$ cat src/rtl/pc_sequencer.sv
// pc_sequencer: PC register with next-PC selection, conditional branches, stall and circular return-address stack
module pc_sequencer #(
  parameter int PC_WIDTH = 32,
  parameter int OFF_WIDTH = 8,
  parameter int WORD_SHIFT = 2,
  parameter int RAS_DEPTH = 4,
  parameter logic [PC_WIDTH-1:0] RESET_VECTOR = '0
) (
  input  logic                        CLK,
  input  logic                        RESET,
  input  logic                        STALL,
  input  logic [2:0]                  CTRL,
  input  logic                        ZERO,
  input  logic [OFF_WIDTH-1:0]        OFFSET,
  output logic [PC_WIDTH-1:0]         PC,
  output logic [PC_WIDTH-1:0]         PC_PLUS4,
  output logic [$clog2(RAS_DEPTH):0]  RAS_COUNT,
  output logic                        RAS_UNDERFLOW,
  output logic                        RAS_OVERFLOW
);
  localparam int AW = $clog2(RAS_DEPTH);
  localparam logic [2:0] C_JUMP = 3'b001;
  localparam logic [2:0] C_BEQ  = 3'b010;
  localparam logic [2:0] C_BNE  = 3'b011;
  localparam logic [2:0] C_CALL = 3'b100;
  localparam logic [2:0] C_RET  = 3'b101;
  localparam logic [PC_WIDTH-1:0] INC = PC_WIDTH'(1) << WORD_SHIFT;
  localparam logic [AW:0] FULL_CNT = (AW+1)'(RAS_DEPTH);
  logic [PC_WIDTH-1:0] pc_q, pc_d, off_ext, target, top;
  logic [PC_WIDTH-1:0] ras_q [RAS_DEPTH];
  logic [AW-1:0] ptr_q, ptr_d;
  logic [AW:0] cnt_q, cnt_d;
  logic uf_q, uf_d, of_q, of_d;
  logic empty, full, push, pop, taken;
  assign PC = pc_q;
  assign PC_PLUS4 = pc_q + INC;
  assign RAS_COUNT = cnt_q;
  assign RAS_UNDERFLOW = uf_q;
  assign RAS_OVERFLOW = of_q;
  // Next-PC select and stack bookkeeping; a RET on an empty stack falls through to PC+4
  always_comb begin
    off_ext = {{(PC_WIDTH-OFF_WIDTH){OFFSET[OFF_WIDTH-1]}}, OFFSET};
    target = PC_PLUS4 + (off_ext << WORD_SHIFT);
    top = ras_q[ptr_q - AW'(1)];
    empty = cnt_q == '0;
    full = cnt_q == FULL_CNT;
    push = !STALL && CTRL == C_CALL;
    pop = !STALL && CTRL == C_RET && !empty;
    taken = CTRL == C_JUMP || CTRL == C_CALL || (CTRL == C_BEQ && ZERO) || (CTRL == C_BNE && !ZERO);
    pc_d = STALL ? pc_q : pop ? top : taken ? target : PC_PLUS4;
    ptr_d = push ? ptr_q + AW'(1) : pop ? ptr_q - AW'(1) : ptr_q;
    cnt_d = push ? (full ? cnt_q : cnt_q + (AW+1)'(1)) : pop ? cnt_q - (AW+1)'(1) : cnt_q;
    uf_d = !STALL && CTRL == C_RET && empty;
    of_d = push && full;
  end
  // Control state: PC, stack pointer, occupancy and one-cycle flag pulses
  always_ff @(posedge CLK or posedge RESET) begin
    if (RESET) begin
      pc_q <= RESET_VECTOR;
      ptr_q <= '0;
      cnt_q <= '0;
      uf_q <= 1'b0;
      of_q <= 1'b0;
    end else begin
      pc_q <= pc_d;
      ptr_q <= ptr_d;
      cnt_q <= cnt_d;
      uf_q <= uf_d;
      of_q <= of_d;
    end
  end
  // Stack storage needs no reset; a push when full overwrites the oldest slot
  always_ff @(posedge CLK) begin
    if (push) ras_q[ptr_q] <= PC_PLUS4;
  end
endmodule
$ cat config.mk
export PLATFORM = sky130hd
export DESIGN_NAME = pc_sequencer
export DESIGN_NICKNAME = d
export VERILOG_FILES = /design/src/rtl/pc_sequencer.sv
export SDC_FILE = /design/constraint.sdc
export NUM_CORES = 1
export LEC_CHECK = 0
export BUFFER_PORTS_ARGS = -buffer_cell sky130_fd_sc_hd__buf_2
export CORE_ASPECT_RATIO = 1.2
export CORE_UTILIZATION = 58
export CTS_CLUSTER_DIAMETER = 100
export CTS_CLUSTER_SIZE = 16
export DETAILED_ROUTE_END_ITERATION = 8
export PLACE_DENSITY_LB_ADDON = 0.15
export SLEW_MARGIN = 20
export SYNTH_ARGS = -nofsm -noshare
export SYNTH_HDL_FRONTEND = slang
export SYNTH_SLANG_ARGS = --single-unit
$ cat constraint.sdc
create_clock -name CLK -period 5.45 [get_ports CLK]
set_input_delay 0.8175 -clock CLK [delete_from_list [all_inputs] [get_ports CLK]]
set_output_delay 0.8175 -clock CLK [all_outputs]
set_load 0.02 [all_outputs]
# Yosys cells after proc, flatten, opt, wreduce, memory -nomap -nowiden

Memories as Yosys holds them, arrays and structs flattened.
Index checks and enable logic that the tools add are counted.

Bits in registers: 39
Bits in writable memories: 128
Output and inout bits: 69
Memories kept: 1

Add/sub/neg operators: 6
Eq/ne operators: 7
Multiplexer cells: 9
Reduce and logical (&&, ||, !) cells: 16

Memories:

| memory | depth | bits a word | rd ports | clocked after memory_dff | write ports | RTL line | RTL |
|---|---|---|---|---|---|---|---|
| ras_q  | 4     | 32          | 1        | 0                        | 1           | 30       | `logic [PC_WIDTH-1:0] ras_q [RAS_DEPTH];` |

Operator list:

| cell                                                                | count |
|---|---|
| 32-bit 2-to-1 mux                                                   | 2 |
| 32-bit by 3-bit adder with 32-bit output (second input constant)    | 1 |
| 32-bit adder                                                        | 1 |
| 3-bit == test (second input constant)                               | 3 |
| 3-bit 2-to-1 mux                                                    | 3 |
| 1-bit logical AND                                                   | 7 |
| 3-bit by 2-bit == test with 1-bit output (second input constant)    | 2 |
| 2-bit 2-to-1 mux                                                    | 2 |
| 3-bit by 1-bit adder with 3-bit output (second input constant)      | 1 |
| 3-bit by 1-bit == test with 1-bit output (second input constant)    | 1 |
| 1-bit logical NOT                                                   | 3 |
| 3-bit logical NOT                                                   | 1 |
| 1-bit logical OR                                                    | 3 |
| 3-bit by 1-bit subtractor with 3-bit output (second input constant) | 1 |
| 2-bit by 1-bit adder with 2-bit output (second input constant)      | 1 |
| 1-bit 2-to-1 mux                                                    | 2 |
| 2-bit != test (second input constant)                               | 1 |
| 2-bit AND reduction                                                 | 1 |
| 2-bit nonzero test                                                  | 1 |
| 2-bit by 1-bit subtractor with 2-bit output (second input constant) | 1 |

# Logic depth before layout (Yosys ltp)

Gate-level depths: netlist of run 1.

Depth in word-level cells: 6
Gate-level depth with buffers: 16

# Worst setup path after synthesis of run 1

No wires, ideal clock.

Path kind: register to register
Start point: register pc_q[7] (netlist: PC[7])
End point: register pc_q[29] (netlist: PC[29])
Library setup time: 86 ps
Data arrival time: 3,999 ps
Data required time: 5,364 ps
Slack: 1,365 ps
Stages on the path, launching flop included: 17
Buffers on the path: 1
Period minus slack after synthesis: 4,085 ps
Cell sequence: dfrtp_1 and4_4 and3_2 nand4_1 nor2b_1 nand3_1 xnor2_1 ha_1 clkbuf_1 a21oi_1 o21ai_1 a211oi_1 o21bai_1 a21oi_1 o32ai_1 o31a_1 nor3_1

Longest elaborated chain between the ends: 4

RTL lines:

| what                                     | RTL line | RTL |
|---|---|---|
| start, declared                          | 29       | `logic [PC_WIDTH-1:0] pc_q, pc_d, off_ext, target, top;` |
| start signal, assigned                   | 65       | `pc_q <= pc_d;` |
| 32-bit by 3-bit adder with 32-bit output | 36       | `assign PC_PLUS4 = pc_q + INC;` |
| via PC_PLUS4[24]                         | 16       | `output logic [PC_WIDTH-1:0] PC_PLUS4,` |
| 32-bit adder                             | 43       | `target = PC_PLUS4 + (off_ext << WORD_SHIFT);` |
| 32-bit 2-to-1 mux (2 in series)          | 50       | `pc_d = STALL ? pc_q : pop ? top : taken ? target : PC_PLUS4;` |

The timed path passes the listed nets, and every way through them passes these cells.
A chain may end at the register's enable or synchronous reset.

# Worst setup path in the final report of run 1

Start point: register pc_q[8] (netlist: PC[8])
End point: register pc_q[29] (netlist: PC[29])

Longest elaborated chain between the ends: 4

RTL lines:

| what                                         | RTL line |
|---|---|
| 32-bit by 3-bit adder with 32-bit output (*) | 36 |
| 32-bit adder                                 | 43 |
| 32-bit 2-to-1 mux (*) (2 in series)          | 50 |

Mark *: on every way between the ends. The rest lies on a longest branch, timed or not.

==> run_results.csv, run 1 <==
group,metric,value,unit
yosys,yosysTopAreaCell,"edfxtp_1",
worst_hold_path,hold_path_class,"primary input to async pin",
yosys,postSynthRegisterBits,167,
clocking,post_cts_buffers,0,
clocking,cts-buffers-inserted,17,
clocking,clock_sinks,167,
yosys,synth-xor-area-share,0.0506,
yosys,syn_nets,789,
worst_setup_path,slowest_delay,0.53,ns
die,top_level_ports,84,
yosys,syn_inst,732,
sta,drv_slew,0,
clocking,cts_tree,"yes",
sta,setup_viol,0,
sta,setup_tns,0,ns
sta,worstMarginPinSlew,1.05,ns
die,die_area,0.0160,mm^2
die,dieWidth,116,um
global_routing,grt_max_degree,54,
placement,port_buffers,83,
clocking,cts-root-buf,"clkbuf_16",
sta,clock_skew,0.00831,ns
detailed_routing,routed_via_density,6.28,
job,max_cap_viol_count,0,
power_and_ir_drop,switchingPower,2.55,mW
worst_setup_path,worstSetupPathType,"flop to flop",
worst_setup_path,crit_top_cell,"a21oi_1",
power_and_ir_drop,irDropWorstVdd,0.000412,V
outcome,status,"finished, final reports clean",
detailed_routing,vias,6486,
power_and_ir_drop,seqPwrFrac,0.320,
die,start_util,0.595,
final_layout,final_cell_mix,"128 x edfxtp_1, 83 x buf_2, 70 x nand2_1, 52 x nor2_1, 45 x a21oi_1",
yosys,synth_top_family_by_area,"compound AO/OA/AOI/OAI gates",
power_and_ir_drop,p_int,3.46,mW
yosys,synth_seq_area_share,0.537,
yosys,yosys_warnings,0,
placement,place.gp.congestion,0.948,
detailed_routing,drc,0,
worst_setup_path,end_kind,"flop",
global_routing,grt_pass1_vias,6571,
power_and_ir_drop,p_sw_frac,0.425,
yosys,netlist_area,0.00898,mm^2
worst_setup_path,startpoint,"PC[8]",
yosys,yosys-mux-area-fraction,0.0849,
detailed_routing,final_antenna_net_count,0,
clocking,clock_path_buffers,2,
yosys,synth_compound_area_frac,0.134,
yosys,synth_fa_ha_area_frac,0.0602,
global_routing,grt_usage,0.304,
power_and_ir_drop,clkPwrFrac,0.198,
worst_setup_path,crit_arrival,4.97,ns
final_layout,synthToLayoutAreaGrowth,14.0,%
worst_setup_path,critPathMaxFanout,7,
sta,slew_headroom,0.300,
final_layout,utilization,0.679,
detailed_routing,first_pass_iters,5,
clocking,clkTransAtPathRegs,0.07,ns
sta,hold_viol_final,0,
power_and_ir_drop,total_power,6.01,mW
clocking,holdBufCountCts,0,
final_layout,final-instance-count-excl-fill,1033,
die,die_y,138,um
yosys,synth_top_area_share,0.428,
global_routing,grt-ovfl-total,0,
final_layout,fillers,1144,
final_layout,antenna_cells,0,
clocking,clk_latency,0.43,ns
global_routing,antenna_found_initial,0,
sta,period_needed,4.62,ns
die,fp.coreArea,0.0151,mm^2
worst_setup_path,slowest_stage,"dfrtp_1",
placement,place_inst,1001,
yosys,synthSimpleGateAreaFrac,0.112,
yosys,synth_edf_count,128,
final_layout,final_common_cell,"edfxtp_1",
worst_setup_path,worst_setup_path_start_kind,"flop",
worst_setup_path,reg2reg_from,"PC[8]",
sta,period_share,0.848,
power_and_ir_drop,p_comb_frac,0.482,
sta,rsz0062_at_grt,"false",
sta,fmax,216,MHz
power_and_ir_drop,power.leakage,3.88,nW
yosys,synth-async-reset-ratio,0.234,
detailed_routing,initialDrtViolationCount,544,
placement,dp_hpwl,15.2,mm
worst_setup_path,path_cells,"and4_4 > and3_2 > nand4_1 > nor2b_1 > nand3_1 > xnor2_1 > ha_1 > a21oi_1 > o21ai_1 > a211oi_1 > o21bai_1 > a21oi_1 > o32ai_1 > o31a_1 > nor3_1",
clocking,htreeDepth,4,
final_layout,multi_input_area,0.00398,mm^2
clocking,cts_resized,0,
worst_setup_path,required,5.80,ns
die,row_count,49,
yosys,synth_cell_types,68,
detailed_routing,routed_wl,22.9,mm
detailed_routing,wl_per_cell,22.1,um
final_layout,regArea,0.00482,mm^2
final_layout,layout.nets,873,
yosys,synth_area_per_cell,12.3,um^2
yosys,synthTopCellsByArea,"edfxtp_1 43%, dfrtp_1 11%, mux4_2 8.0%",
power_and_ir_drop,p_per_area,587,mW/mm^2
global_routing,grt_first_pass_wirelength,36.1,mm
final_layout,drive_gt1_frac,0.207,
yosys,synthFlopType,"edfxtp_1",
## power by group through the flow
stage	combinational [mW]	sequential, mW	clock, mW
final	2.90	1.93	1.19
after global routing	3.15	1.95	1.26
after CTS	2.90	1.91	1.20
after detailed placement	2.88	1.94	0
after global placement	2.84	1.93	0
after floorplan	1.96	2.03	0
## through the flow
step                hold slack [ns]  instance area (um^2)  setup slack [ns]
global route                  0.565                 10200             0.499
detailed placement            0.519                  9650             0.946
floorplan                     0.535                  8980              1.37
finish                        0.531                 10200             0.829
CTS                           0.543                 10200             0.901
global placement              0.518                  9650              1.04
## path summary, 6_finish.rpt
kind                                 end  slack [ns]  cells past startpoint
min in group CLK                   PC[3]        0.55                      2
worst min register to register     PC[3]        0.55                      2
worst max-delay path              PC[29]        0.83                     15
max in group asynchronous       ptr_q[0]        4.49                      3
worst min-delay path               PC[0]        0.53                      3
worst max register to register    PC[29]        0.83                     15
## cell usage after synthesis (all sizes together) (3+ instances only)
library cell    n
a21oi          45
a21o           14
inv            15
ha             40
a221oi          4
nor3b           3
o21a            7
and2           10
nor2           52
a211oi          9
o211ai          5
and4            6
nor3           12
o22ai          11
clkbuf         26
mux2i           3
o21bai          8
buf             5
nor2b           5
o31ai          10
xnor2          31
nand4          10
edfxtp        128
nand2          70
nand3          18
a31oi           4
nor4            5
dfrtp          39
o21ai          44
mux4           32
xor2           20
and3            6
## layer usage
| layer | global-route usage | routed length (um) | up-vias |
|---|---|---|---|
| met5 | 0 | 0 | - |
| met4 | 0.109 | 571 | 0 |
| met3 | 0.0627 | 1260 | 38 |
| met2 | 0.523 | 11900 | 211 |
| met1 | 0.375 | 9200 | 3253 |
| li1 | - | - | 2984 |
## sequential cells by signal, indices dropped and copies added, names as in the netlist
register / cells
ras_q: 128
RAS_COUNT: 3
ptr_q: 2
PC: 32
RAS_OVERFLOW: 1
RAS_UNDERFLOW: 1
## logic make-up (layout without fill, tap and decap cells)
logic type	count (synthesis)	after routing
and+or+nand+nor	204	204
AOI/OAI and AO/OA	186	186
DFF	167	167
xor gates and xnor gates	51	51
buffers and inverters	46	143
adders and majority gates	42	42
muxes	36	36
## critical path: cells and delay by family, from the launching register on
kind            cells  cell delay (ns)
flops               1             0.53
simple gates        6             1.84
fa+ha+maj           1             0.40
compound gates      7             1.35
xor+xnor            1             0.42
## area by class of cell
cell class	count	area share
tap	204	0.0249
clock buffer	18	0.0419
timing repair buffer	96	0.0526
clock inverter	14	0.0152
sequential	167	0.471
multi-input combinational	519	0.389
inverter	15	0.00550
(Power assumes the default switching activity.)
==> run 2, diff against run 1 <==
==> constraint.sdc (replaced) <==
create_clock -name CLK -period 4.7 [get_ports CLK]
set_input_delay 0.705 -clock CLK [delete_from_list [all_inputs] [get_ports CLK]]
set_output_delay 0.705 -clock CLK [all_outputs]
set_load 0.02 [all_outputs]
==> run_results.csv, run 2 (synthesis results as in run 1) <==
group,metric,value,unit
outcome,status,"finished, final reports clean",
final_layout,largest_reg_flops,128,
placement,port_buffers,83,
placement,place.gp.congestion,0.952,
power_and_ir_drop,power.leakage,3.97,nW
global_routing,grt_first_pass_wirelength,36.3,mm
clocking,clock_sinks,167,
power_and_ir_drop,irDropWorstVdd,0.000359,V
clocking,cts-root-buf,"clkbuf_16",
final_layout,layout.nets,892,
final_layout,fillers,1134,
die,die_area,0.0160,mm^2
worst_setup_path,end_kind,"flop",
sta,hold_viol_final,0,
global_routing,antenna_found_initial,0,
final_layout,antenna_cells,0,
placement,place_area,0.00978,mm^2
sta,period_needed,4.36,ns
detailed_routing,initialDrtViolationCount,491,
placement,dp_hpwl,16.1,mm
clocking,holdBufCountCts,0,
die,top_level_ports,84,
die,start_util,0.595,
final_layout,regArea,0.00482,mm^2
sta,setup_viol,0,
sta,worstMarginPinSlew,0.823,ns
final_layout,final_cell_mix,"128 x edfxtp_1, 83 x buf_2, 70 x nand2_1, 52 x nor2_1, 45 x a21oi_1",
die,row_count,49,
worst_setup_path,required,5.02,ns
sta,drv_slew,0,
detailed_routing,first_pass_iters,5,
die,die_y,138,um
global_routing,grt-ovfl-total,0,
final_layout,final_common_cell,"edfxtp_1",
sta,clock_skew,0.00737,ns
detailed_routing,vias,6578,
clocking,htreeDepth,4,
final_layout,multi_input_area,0.00399,mm^2
job,max_cap_viol_count,0,
global_routing,grt_max_degree,53,
clocking,clkTransAtPathRegs,0.07,ns
worst_setup_path,crit_arrival,4.68,ns
clocking,clk_latency,0.44,ns
final_layout,synthToLayoutAreaGrowth,15.4,%
sta,holdWs,0.406,ns
power_and_ir_drop,p_per_area,683,mW/mm^2
final_layout,drive_gt1_frac,0.226,
sta,fmax,229,MHz
worst_setup_path,worstSetupPathType,"flop to flop",
clocking,cts-buffers-inserted,17,
clocking,clock_path_buffers,2,
die,fp.coreArea,0.0151,mm^2
worst_setup_path,critPathMaxFanout,7,
global_routing,grt_usage,0.310,
detailed_routing,routed_via_density,6.25,
detailed_routing,routed_wl,23.3,mm
sta,slew_headroom,0.451,
die,dieWidth,116,um
final_layout,design_area,0.0104,mm^2
clocking,cts_tree,"yes",
detailed_routing,final_antenna_net_count,0,
detailed_routing,wl_per_cell,22.1,um
sta,period_share,0.928,
detailed_routing,drc,0,
worst_hold_path,hold_path_class,"primary input to async pin",
sta,setup_tns,0,ns
worst_setup_path,worst_setup_path_start_kind,"flop",
final_layout,largest_register,"ras_q",
sta,rsz0062_at_grt,"false",
global_routing,grt_pass1_vias,6633,
## run 2: cell count changes in the layout (fill, tap and decap cells not counted), sizes merged
cell / delta
buf: +19
clkinvlp: -2
clkinv: +2
bufinv: -1
inv: +1
## run 2: where the power goes
part / internal [mW] / switching (mW)
registers: 1.95 / 0.269
logic: 1.40 / 2.11
clock network: 0.707 / 0.644
total: 4.05 / 3.02
## run 2: worst paths after layout
kind                            end  cells past startpoint  slack, ns   from
max                          PC[21]                     13       0.34  PC[4]
min                           PC[0]                      3       0.41  RESET
max reg2reg                  PC[21]                     13       0.34  PC[4]
min reg2reg                   PC[3]                      2       0.56  PC[3]
max in group asynchronous  ptr_q[0]                      3       3.87  RESET
min in group CLK              PC[3]                      2       0.56  PC[3]
## run 2: critical path, cell delays in order (launching register included)
cell	delay, ns
dfrtp_1	0.44
and3_1	0.27
and2_0	0.33
and3_2	0.24
xor2_1	0.49
ha_1	0.42
and3_1	0.22
a221o_1	0.33
a21oi_1	0.20
o31a_1	0.25
o21ai_0	0.21
a31oi_1	0.47
nor4_1	0.11
a211o_1	0.26
## run 2: layer usage
layer | share of wire | up-vias | global-route usage
li1 | - | 3017 | -
met1 | 0.39 | 3251 | 0.380
met2 | 0.51 | 248 | 0.519
met3 | 0.059 | 62 | 0.0614
met4 | 0.038 | 0 | 0.152
met5 | 0 | - | 0
## run 2: repair_timing
action,4_1_cts,5_1_grt
endpoints found under the setup margin,0,1
gates resized for setup,0,1
buffers inserted,0,0
## run 2: layout make-up
class / instances / area share
timing repair buffer: 115 / 0.0645
clock inverter: 14 / 0.0139
sequential: 167 / 0.465
multi-input combinational: 519 / 0.385
inverter: 15 / 0.00544
clock buffer: 18 / 0.0414
tap: 204 / 0.0246
## run 2: metrics by stage
| step | total power, mW | util | std cells | setup slack, ns |
|---|---|---|---|---|
| 4_1_cts | 7.08 | 0.686 | 1052 | 0.271 |
| 3_5_place_dp | 5.72 | 0.648 | 1020 | 0.293 |
| 2_1_floorplan | 4.63 | - | 732 | 0.615 |
| 5_1_grt | 7.48 | 0.687 | 1052 | 0.0689 |
| 6_report | 7.07 | 0.687 | 1052 | 0.338 |
| 3_3_place_gp | 5.65 | 0.648 | 1020 | 0.473 |
